===== src/rtl/timing_adapter_fifo_param_if.sv =====
// rtl/timing_adapter_fifo_param_if.sv - valid/ready/data stream bundle for the timing-adapter FIFO
//
// Purpose: one Avalon-ST style stream leg (word plus handshake).
// Signals:
//   valid  word on data is valid (master -> slave)
//   ready  slave accepts the word this cycle (slave -> master)
//   data   DATA_WIDTH-bit word, opaque payload (master -> slave)
interface timing_adapter_fifo_param_if #(
    parameter int DATA_WIDTH = 11
);
    logic                  valid;
    logic                  ready;
    logic [DATA_WIDTH-1:0] data;

    modport master (output valid, output data, input ready);
    modport slave  (input valid, input data, output ready);
endinterface


===== src/rtl/timing_adapter_fifo_param.sv =====
// rtl/timing_adapter_fifo_param.sv - parametrised show-ahead timing-adapter FIFO
//
// Purpose: decouples the MAC-side stream from the application-side stream.
//   Show-ahead: the oldest stored word sits registered on out_st.data.
//   Provides fill level, almost-full/almost-empty flags, a synchronous flush and
//   a saturating count of words dropped while in_st.ready was low.
// Ports:
//   clk           clock
//   reset         asynchronous, active-high reset
//   flush         synchronous clear of all contents
//   in_st         upstream stream (slave): valid/data in, ready out
//   out_st        downstream stream (master): valid/data out, ready in
//   fill_level    words held, 0..DEPTH, including the word on out_st.data
//   almost_full   fill_level >= ALMOST_FULL_TH
//   almost_empty  fill_level <= ALMOST_EMPTY_TH
//   overflow_cnt  saturating count of dropped words
module timing_adapter_fifo_param #(
    parameter int DATA_WIDTH      = 11,
    parameter int DEPTH           = 64,
    parameter int ADDR_WIDTH      = 6,
    parameter int ALMOST_FULL_TH  = 56,
    parameter int ALMOST_EMPTY_TH = 4,
    parameter int CNT_WIDTH       = 16
) (
    input  logic                      clk,
    input  logic                      reset,
    input  logic                      flush,
    timing_adapter_fifo_param_if.slave  in_st,
    timing_adapter_fifo_param_if.master out_st,
    output logic [ADDR_WIDTH:0]       fill_level,
    output logic                      almost_full,
    output logic                      almost_empty,
    output logic [CNT_WIDTH-1:0]      overflow_cnt
);

    localparam logic [ADDR_WIDTH:0]   FULL_LEVEL = (ADDR_WIDTH+1)'(DEPTH);
    localparam logic [ADDR_WIDTH:0]   AF_LEVEL   = (ADDR_WIDTH+1)'(ALMOST_FULL_TH);
    localparam logic [ADDR_WIDTH:0]   AE_LEVEL   = (ADDR_WIDTH+1)'(ALMOST_EMPTY_TH);
    localparam logic [ADDR_WIDTH:0]   FILL_ONE   = 1;
    localparam logic [ADDR_WIDTH:0]   FILL_TWO   = 2;
    localparam logic [ADDR_WIDTH-1:0] PTR_ONE    = 1;
    localparam logic [CNT_WIDTH-1:0]  CNT_ONE    = 1;

    logic [DATA_WIDTH-1:0] mem [DEPTH];
    logic [ADDR_WIDTH-1:0] wr_ptr;
    logic [ADDR_WIDTH-1:0] rd_ptr;
    logic [ADDR_WIDTH-1:0] rd_ptr_inc;
    logic [ADDR_WIDTH:0]   fill_next;
    logic                  out_valid_q;
    logic [DATA_WIDTH-1:0] out_data_q;
    logic                  wr_en;
    logic                  rd_en;

    // in_ready depends only on the registered fill level, never on out_st.ready.
    assign in_st.ready = (fill_level != FULL_LEVEL);
    assign out_st.valid = out_valid_q;
    assign out_st.data  = out_data_q;

    assign wr_en      = in_st.valid && in_st.ready;
    assign rd_en      = out_valid_q && out_st.ready;
    assign rd_ptr_inc = rd_ptr + PTR_ONE;

    always_comb begin
        fill_next = fill_level;
        if (flush) begin
            fill_next = '0;
        end else if (wr_en && !rd_en) begin
            fill_next = fill_level + FILL_ONE;
        end else if (!wr_en && rd_en) begin
            fill_next = fill_level - FILL_ONE;
        end
    end

    // Storage has no reset; its contents are don't-care until written.
    always_ff @(posedge clk) begin
        if (wr_en && !flush) begin
            mem[wr_ptr] <= in_st.data;
        end
    end

    always_ff @(posedge clk or posedge reset) begin
        if (reset) begin
            wr_ptr       <= '0;
            rd_ptr       <= '0;
            fill_level   <= '0;
            almost_full  <= 1'b0;
            almost_empty <= 1'b1;
            overflow_cnt <= '0;
            out_valid_q  <= 1'b0;
            out_data_q   <= '0;
        end else begin
            fill_level   <= fill_next;
            almost_full  <= (fill_next >= AF_LEVEL);
            almost_empty <= (fill_next <= AE_LEVEL);

            // Dropped words are counted even on a flush edge; flush never clears the count.
            if (in_st.valid && !in_st.ready && (overflow_cnt != '1)) begin
                overflow_cnt <= overflow_cnt + CNT_ONE;
            end

            if (flush) begin
                wr_ptr      <= '0;
                rd_ptr      <= '0;
                out_valid_q <= 1'b0;
            end else begin
                if (wr_en) begin
                    wr_ptr <= wr_ptr + PTR_ONE;
                end
                if (rd_en) begin
                    rd_ptr <= rd_ptr_inc;
                    if (fill_level >= FILL_TWO) begin
                        // Successor was written on an earlier edge, so memory holds it.
                        out_data_q <= mem[rd_ptr_inc];
                    end else if (wr_en) begin
                        // Only word is leaving while its successor arrives: bypass memory.
                        out_data_q <= in_st.data;
                    end else begin
                        out_valid_q <= 1'b0;
                    end
                end else if (!out_valid_q && (fill_level != '0)) begin
                    // First word after empty becomes visible one edge after its write.
                    out_data_q  <= mem[rd_ptr];
                    out_valid_q <= 1'b1;
                end
            end
        end
    end

endmodule

===== src/flat_wrapper.sv =====
// flat-port wrapper written by rule: the top's interface ports become plain ports
module timing_adapter_fifo_param_flat 
#(
    parameter int DATA_WIDTH      = 11,
    parameter int DEPTH           = 64,
    parameter int ADDR_WIDTH      = 6,
    parameter int ALMOST_FULL_TH  = 56,
    parameter int ALMOST_EMPTY_TH = 4,
    parameter int CNT_WIDTH       = 16
)
  (clk, reset, flush, fill_level, almost_full, almost_empty, overflow_cnt, in_st_valid, in_st_data, in_st_ready, out_st_valid, out_st_data, out_st_ready);
  timing_adapter_fifo_param_if #(.DATA_WIDTH(DATA_WIDTH)) in_st_i ();
  timing_adapter_fifo_param_if #(.DATA_WIDTH(DATA_WIDTH)) out_st_i ();
  input  logic clk;
  input  logic reset;
  input  logic flush;
  output logic [ADDR_WIDTH:0] fill_level;
  output logic almost_full;
  output logic almost_empty;
  output logic [CNT_WIDTH-1:0] overflow_cnt;
  input wire logic [$bits(in_st_i.valid)-1:0] in_st_valid;
  input wire logic [$bits(in_st_i.data)-1:0] in_st_data;
  output wire logic [$bits(in_st_i.ready)-1:0] in_st_ready;
  output wire logic [$bits(out_st_i.valid)-1:0] out_st_valid;
  output wire logic [$bits(out_st_i.data)-1:0] out_st_data;
  input wire logic [$bits(out_st_i.ready)-1:0] out_st_ready;
  assign in_st_i.valid = in_st_valid;
  assign in_st_i.data = in_st_data;
  assign in_st_ready = in_st_i.ready;
  assign out_st_valid = out_st_i.valid;
  assign out_st_data = out_st_i.data;
  assign out_st_i.ready = out_st_ready;
  timing_adapter_fifo_param #(.DATA_WIDTH(DATA_WIDTH), .DEPTH(DEPTH), .ADDR_WIDTH(ADDR_WIDTH), .ALMOST_FULL_TH(ALMOST_FULL_TH), .ALMOST_EMPTY_TH(ALMOST_EMPTY_TH), .CNT_WIDTH(CNT_WIDTH)) u_core (.clk(clk), .reset(reset), .flush(flush), .in_st(in_st_i), .out_st(out_st_i), .fill_level(fill_level), .almost_full(almost_full), .almost_empty(almost_empty), .overflow_cnt(overflow_cnt));
endmodule

===== config.mk =====
export PLATFORM = sky130hd
export DESIGN_NAME = timing_adapter_fifo_param_flat
export DESIGN_NICKNAME = d
export VERILOG_FILES = /design/src/rtl/timing_adapter_fifo_param_if.sv /design/src/rtl/timing_adapter_fifo_param.sv /design/src/flat_wrapper.sv
export SDC_FILE = /design/constraint.sdc
export NUM_CORES = 1
export LEC_CHECK = 0
export CAP_MARGIN = 20
export CORE_AREA = 4 4 273 275
export DETAILED_ROUTE_END_ITERATION = 8
export DIE_AREA = 0 0 277 279
export PLACE_DENSITY_LB_ADDON = 0.3
export SKIP_LAST_GASP = 1
export SLEW_MARGIN = 20
export SYNTH_ARGS = -nofsm -noshare
export SYNTH_HDL_FRONTEND = slang
export SYNTH_SLANG_ARGS = --single-unit

===== constraint.sdc =====
create_clock -name clk -period 3.8 [get_ports clk]
set_input_delay 0.76 -clock clk [delete_from_list [all_inputs] [get_ports clk]]
set_output_delay 0.76 -clock clk [all_outputs]
set_load 0.05 [all_outputs]

==> flow_metrics.env, run 1 <==
export IMPL_timing_critical_path_slowest_stage_cell="o311ai_0"
export IMPL_via_count=21800
export IMPL_pwr_density_cell_mw_per_mm2=536
export IMPL_cp_max_fo=19
export IMPL_holdBufCountCts=0
export IMPL_critical_path_buf_inv_count=2
export IMPL_synth_cell_area_sq_mm=0.0357
export IMPL_critical_path_top_delay_family="compound AO/OA/AOI/OAI gates"
export IMPL_fmax_mhz=277
export IMPL_drt_initial_drc_count=3178
export IMPL_starting_density_of_the_core=0.493
export IMPL_detailedPlacementHpwl_um=67400
export IMPL_grt_antenna_before_repair=1
export IMPL_finalHoldViolations=0
export IMPL_layout_drive_gt1_share=0.294
export IMPL_final_wtd_congestion=1.01
export IMPL_timing_critical_path_slowest_cell_delay_ps=810
export IMPL_ys_types=66
export IMPL_grt_overflow_total=0
export IMPL_ys_dominant_reg_cell="edfxtp_1"
export IMPL_grt_util_all_layers=0.268
export IMPL_grt_pass1_vias=21700
export IMPL_antenna_violating_nets_post_route=0
export IMPL_global_route_wire_length_before_repair_um=152000
export IMPL_detail_route_drc_violations=0
export IMPL_flow_area_growth_from_synthesis_pct=13.8
export IMPL_run_status="completed"
export IMPL_rsz0062_at_grt="no"
export IMPL_ys_ff_latch=753
export IMPL_fp_dieArea_sq_mm=0.0773
export IMPL_clkSlewWorstSetupHoldPaths_ps=60
export IMPL_min_delay_path_class="register to register"
export IMPL_critical_path_top_cell_by_count="o221ai_1"
export IMPL_cts_tree="built"
export IMPL_wire_per_inst_um=33.1
export IMPL_relative_slew_slack=0.226
export IMPL_irDropWorstVdd_mv=0.370
export IMPL_cts_resized_gates=0
export IMPL_boundaryPins=54
export IMPL_worst_slew_pin_transition_ps=1150
export IMPL_grt_max_degree=123
export IMPL_synth_top_cells_by_area="edfxtp_1 (59%), mux4_2 (21%), mux2i_1 (4.1%), dfrtp_1 (3.4%), o221ai_1 (1.1%)"
export IMPL_drv_slew=0
export IMPL_final_period_utilization=0.950
export IMPL_postCtsSetupBuffers=0
export IMPL_average_vias_per_placed_instance=6.92
export IMPL_clk_root_buffer_cell="clkbuf_16"
export IMPL_yosysWarningCount=0
export IMPL_crit_path_cell_trace="nand2_1 -> buf_12 -> buf_4 -> o221ai_1 -> a21oi_1 -> o311ai_0 -> o221ai_1 -> and4b_1"
export IMPL_syn_num_nets=2017
export IMPL_final_design_area_no_fill_sq_mm=0.0406
export IMPL_finalSetupViolCount=0
export IMPL_tmin_final_ps=3610
export IMPL_cts_buffers_inserted=81
export IMPL_synth_yosys_seq_area_share=0.627
export IMPL_start_kind="register"
export IMPL_worstSetupPathType="register to register"
export IMPL_postSynthAreaPerCell_sq_um=17.9
export IMPL_synth_enable_flop_cells=704
export IMPL_placed_area_sq_mm=0.0380
export IMPL_end_kind="register"
export IMPL_fin_tns_setup_ps=0
export IMPL_die_height_um=279
export IMPL_max_clock_path_buffers=3
export IMPL_proportion_of_register_bits_with_asynchronous_set_or_reset_after_synthesis=0.0651
export IMPL_tritoncts_num_sinks=753
export IMPL_synth_largest_type_area_fraction=0.592
export IMPL_detail_route_first_pass_iterations=7
export IMPL_worst_endpoint_arrival_ps=4180
export IMPL_fp_row_count=99
export IMPL_synthesis_instances=1995
export IMPL_synth_top_area_cell="edfxtp_1"
export IMPL_power_static_leakage_nw=12.5
export IMPL_clock_insertion_delay_worst_skew_ps=630
export IMPL_core_sq_mm=0.0723
export IMPL_drv_cap=0
export IMPL_finalWirelength_um=104000
export IMPL_fin_nets=2156
export IMPL_io_buffer_count=53
export IMPL_timing_clock_skew_ps=21.6
export IMPL_htreeDepth=3
export IMPL_number_of_inserted_diodes=0
export IMPL_fp_dieW_um=277
export IMPL_worstPathRequired_ps=4370
## final timing paths
kind	start	to	slack, ps	cells after the start
max	u_core.rd_ptr[2]	u_core.out_st.data[9]	190	8
min reg2reg	u_core.overflow_cnt[15]	u_core.overflow_cnt[15]	500	1
max reg2reg	u_core.rd_ptr[2]	u_core.out_st.data[9]	190	8
max in group asynchronous	reset	u_core.rd_ptr[0]	2370	2
min in group asynchronous	reset	u_core.overflow_cnt[15]	670	2
min	u_core.overflow_cnt[15]	u_core.overflow_cnt[15]	500	1
## cell usage in the layout (no fill, tap or decap), types with 7 or more instances in the layout
master,count
bufinv_16,8
a31oi_1,10
xnor2_1,18
o22ai_1,17
nor3_1,18
a21oi_1,48
clkbuf_16,83
clkdlybuf4s50_1,42
o31ai_1,9
inv_1,12
o221ai_1,46
clkbuf_1,18
buf_4,137
a22oi_1,9
mux2_2,25
edfxtp_1,704
mux2i_1,146
nand2_1,83
o21ai_0,15
or3_1,8
xor2_1,9
dfrtp_1,45
clkinv_1,21
buf_2,9
nor2_1,104
nand2b_1,9
mux4_2,325
clkinv_2,7
buf_12,17
nor4_1,8
nand4_1,20
nand3_1,45
## where the power goes
| part | switching, mW | total (mW) | internal (mW) |
|---|---|---|---|
| Clock | 3.25 | 7.81 | 4.55 |
| Sequential | 0.204 | 9.39 | 9.19 |
| Combinational | 2.46 | 4.58 | 2.12 |
## layout make-up
| cell class | count | area, sq um |
|---|---|---|
| flip-flops and latches | 753 | 22400 |
| fillers | 5442 | 31700 |
| clock inverters | 44 | 452 |
| repair buffers | 205 | 1830 |
| multi-input cells | 1077 | 12600 |
| inverters | 16 | 60.1 |
| well taps | 959 | 1200 |
| clock buffers | 101 | 2140 |
## worst reg2reg max path: cells and delay by family, from the launching register on
family                 cells  cell delay, ps
AOI/OAI and AO/OA          4            1450
DFF                        1             700
and+or+nand+nor            2             850
buffers and inverters      2             550
## layer usage
metal | part of all wire | wire length [um] | GRT usage | up-vias
met4 | 0.045 | 4710 | 0.110 | 2
met1 | 0.37 | 39100 | 0.373 | 11400
met3 | 0.12 | 12000 | 0.0625 | 236
met2 | 0.47 | 48600 | 0.416 | 1522
met5 | 0.00013 | 14 | 0 | -
li1 | - | - | - | 8678
## registers in the layout (all words and copies together) (netlist names)
name                 flops
u_core.mem             704
u_core.overflow_cnt     16
u_core.out_st.data      11
u_core.fill_level        7
u_core.rd_ptr            6
u_core.wr_ptr            6
u_core.almost_empty      1
u_core.almost_full       1
u_core.out_st.valid      1
## per-stage QoR
step	power, mW	hold WS [ps]	std cells	setup WS, ps	util
floorplan	12.8	566	1995	449	-
global placement	14.0	486	3008	349	0.525
finish	21.8	496	3155	188	0.562
global route	22.5	516	3155	186	0.562
detailed placement	14.1	484	3009	329	0.525
CTS	21.8	500	3154	372	0.561
## cells in the mapped netlist (8+ instances only)
library cell / instances
edfxtp_1: 704
mux4_2: 325
mux2i_1: 146
nor2_1: 104
nand2_1: 83
clkbuf_1: 53
a21oi_1: 48
dfrtp_1: 48
buf_2: 46
o221ai_1: 46
nand3_1: 45
buf_4: 32
mux2_2: 25
xnor2_1: 21
nand4_1: 20
nor3_1: 19
o22ai_1: 17
o21ai_0: 15
buf_1: 14
inv_1: 13
xor2_1: 11
a31oi_1: 10
nand2b_1: 10
a22oi_1: 9
o31ai_1: 9
nor4_1: 8
or3_1: 8
## cell families (layout without fill, tap and decap cells)
family,Yosys count,after routing,synth area share
flops,753,753,0.627
fa+ha+maj,6,6,0.00210
compound gates,211,211,0.0423
simple gates,332,332,0.0439
xor+xnor,32,32,0.00785
mux,496,496,0.254
buf+inv,165,366,0.0232
(Power assumes the default switching activity.)
==> run 2, diff against run 1 <==
Settings changed: DONT_BUFFER_PORTS from default to 1.
==> run 2 against run 1 <==
Clock power up 3.2%. Largest power group unchanged. Die area unchanged. Count of clock-buffer cells in the layout down 7. Sequential share of layout area up 0.58 points. Sequential cell count unchanged. Largest cell class unchanged. Critical path depth unchanged. Maximum frequency up 6.3%.
==> flow_metrics.env, run 2 (same netlist as run 1, synthesis figures left out) <==
export IMPL_run_status="completed"
export IMPL_most_common_layout_cells="edfxtp_1 (704), mux4_2 (325), mux2i_1 (146), buf_4 (127), nor2_1 (104)"
export IMPL_layout_commonest_cell="edfxtp_1"
export IMPL_clk_root_buffer_cell="clkbuf_16"
export IMPL_r2r_cells=8
export IMPL_drv_cap=0
export IMPL_largest_register="u_core.mem"
export IMPL_fillers=5482
export IMPL_worstSetupPathType="register to register"
export IMPL_detail_route_drc_violations=0
export IMPL_fp_dieArea_sq_mm=0.0773
export IMPL_core_sq_mm=0.0723
export IMPL_max_clock_path_buffers=3
export IMPL_detail_route_first_pass_iterations=8
export IMPL_grt_pass1_vias=21500
export IMPL_power_static_leakage_nw=12.3
export IMPL_min_delay_path_class="input pin to asynchronous set/reset pin"
export IMPL_worst_slew_pin_transition_ps=1060
export IMPL_fp_dieW_um=277
export IMPL_relative_slew_slack=0.286
export IMPL_flow_area_growth_from_synthesis_pct=12.7
export IMPL_irDropWorstVdd_mv=0.383
export IMPL_finalSetupViolCount=0
export IMPL_report_power_total_mw=21.7
export IMPL_final_period_utilization=0.894
export IMPL_holdBufCountCts=0
export IMPL_layout_drive_gt1_share=0.300
export IMPL_grt_overflow_total=0
export IMPL_p_clk_frac=0.372
export IMPL_fmax_mhz=294
export IMPL_via_count=21600
export IMPL_power_frac_seq=0.447
export IMPL_drt_initial_drc_count=3254
export IMPL_cp_max_fo=12
export IMPL_cts_tree="built"
export IMPL_end_kind="register"
export IMPL_final_wtd_congestion=0.917
export IMPL_timing_clock_skew_ps=25.3
export IMPL_antenna_violating_nets_post_route=0
export IMPL_net_switching_power_mw=5.69
export IMPL_finalHoldViolations=0
export IMPL_fp_row_count=99
export IMPL_power_switching_share=0.262
export IMPL_global_route_wire_length_before_repair_um=150000
export IMPL_clkSlewWorstSetupHoldPaths_ps=60
export IMPL_worst_endpoint_arrival_ps=3750
export IMPL_grt_util_all_layers=0.266
export IMPL_htreeDepth=3
export IMPL_pwr_density_cell_mw_per_mm2=539
export IMPL_tritoncts_num_sinks=753
export IMPL_p_int_mw=16.0
export IMPL_start_kind="register"
export IMPL_detailedPlacementHpwl_um=65100
export IMPL_wire_per_inst_um=33.4
export IMPL_rsz0062_at_grt="no"
export IMPL_grt_max_degree=96
export IMPL_boundaryPins=54
export IMPL_grt_antenna_before_repair=4
export IMPL_cts_resized_gates=0
export IMPL_fin_tns_setup_ps=0
export IMPL_finalWirelength_um=103000
export IMPL_worstPathRequired_ps=4150
export IMPL_tmin_final_ps=3400
export IMPL_number_of_flip_flops_in_the_largest_register=704
export IMPL_starting_density_of_the_core=0.493
export IMPL_p_comb_frac=0.181
export IMPL_fin_nets=2093
export IMPL_average_vias_per_placed_instance=6.99
export IMPL_cts_buffers_inserted=78
export IMPL_drv_slew=0
export IMPL_io_buffer_count=0
export IMPL_postCtsSetupBuffers=0
export IMPL_clock_insertion_delay_worst_skew_ps=630
export IMPL_die_height_um=279
[run 2: worst paths after layout]
path	startpoint	to	slack [ps]
worst max-delay path	u_core.fill_level[0]	u_core.mem[19][8]	400
worst min-delay path	reset	u_core.overflow_cnt[6]	200
worst max register to register	u_core.fill_level[0]	u_core.mem[19][8]	400
worst min register to register	u_core.wr_ptr[2]	u_core.wr_ptr[2]	670
max in group asynchronous	reset	u_core.out_st.data[5]	2840
min in group clk	flush	u_core.rd_ptr[3]	210
[run 2: worst max-delay path, stage by stage (launching register included)]
cell and delay [ps]:
dfrtp_1 370, inv_1 110, ha_1 270, or3b_1 430, o21ai_1 850, nor3_1 250
nand3_1 460, nor2_1 120, buf_4 250
[run 2: layout make-up]
cell class | count | area, sq um | area share
sequential | 753 | 22400 | 0.557
multi-input combinational | 1077 | 12600 | 0.312
clock buffer | 94 | 2050 | 0.0511
timing repair buffer | 145 | 1310 | 0.0327
tap | 959 | 1200 | 0.0298
clock inverter | 48 | 634 | 0.0158
inverter | 16 | 60.1 | 0.00149
antenna | 1 | 2.50 | 0.0000622
[run 2: power groups by stage]
stage	Combinational (mW)	Clock, mW	Sequential [mW]
finish	3.93	8.06	9.69
detailed placement	3.91	0	9.85
global placement	3.87	0	9.85
global route	4.19	8.56	9.70
CTS	3.94	8.15	9.68
floorplan	2.99	0	9.78
[run 2: per-layer routing]
| metal | GRT usage | wire length [um] | up-vias |
|---|---|---|---|
| met5 | 0 | 34 | - |
| met4 | 0.119 | 5020 | 4 |
| met3 | 0.0794 | 12600 | 285 |
| met2 | 0.408 | 47800 | 1387 |
| met1 | 0.357 | 38000 | 11400 |
| li1 | - | - | 8551 |
[run 2: stage by stage]
step	instances	instance area, sq um	utilization	hold WS, ps	setup WS, ps
final	3093	40200	0.556	198	402
after global routing	3092	40200	0.556	185	296
after CTS	3092	40200	0.556	173	432
after detailed placement	2950	37500	0.519	606	502
after global placement	2950	37500	0.519	594	508
after floorplan	1995	35700	-	566	449
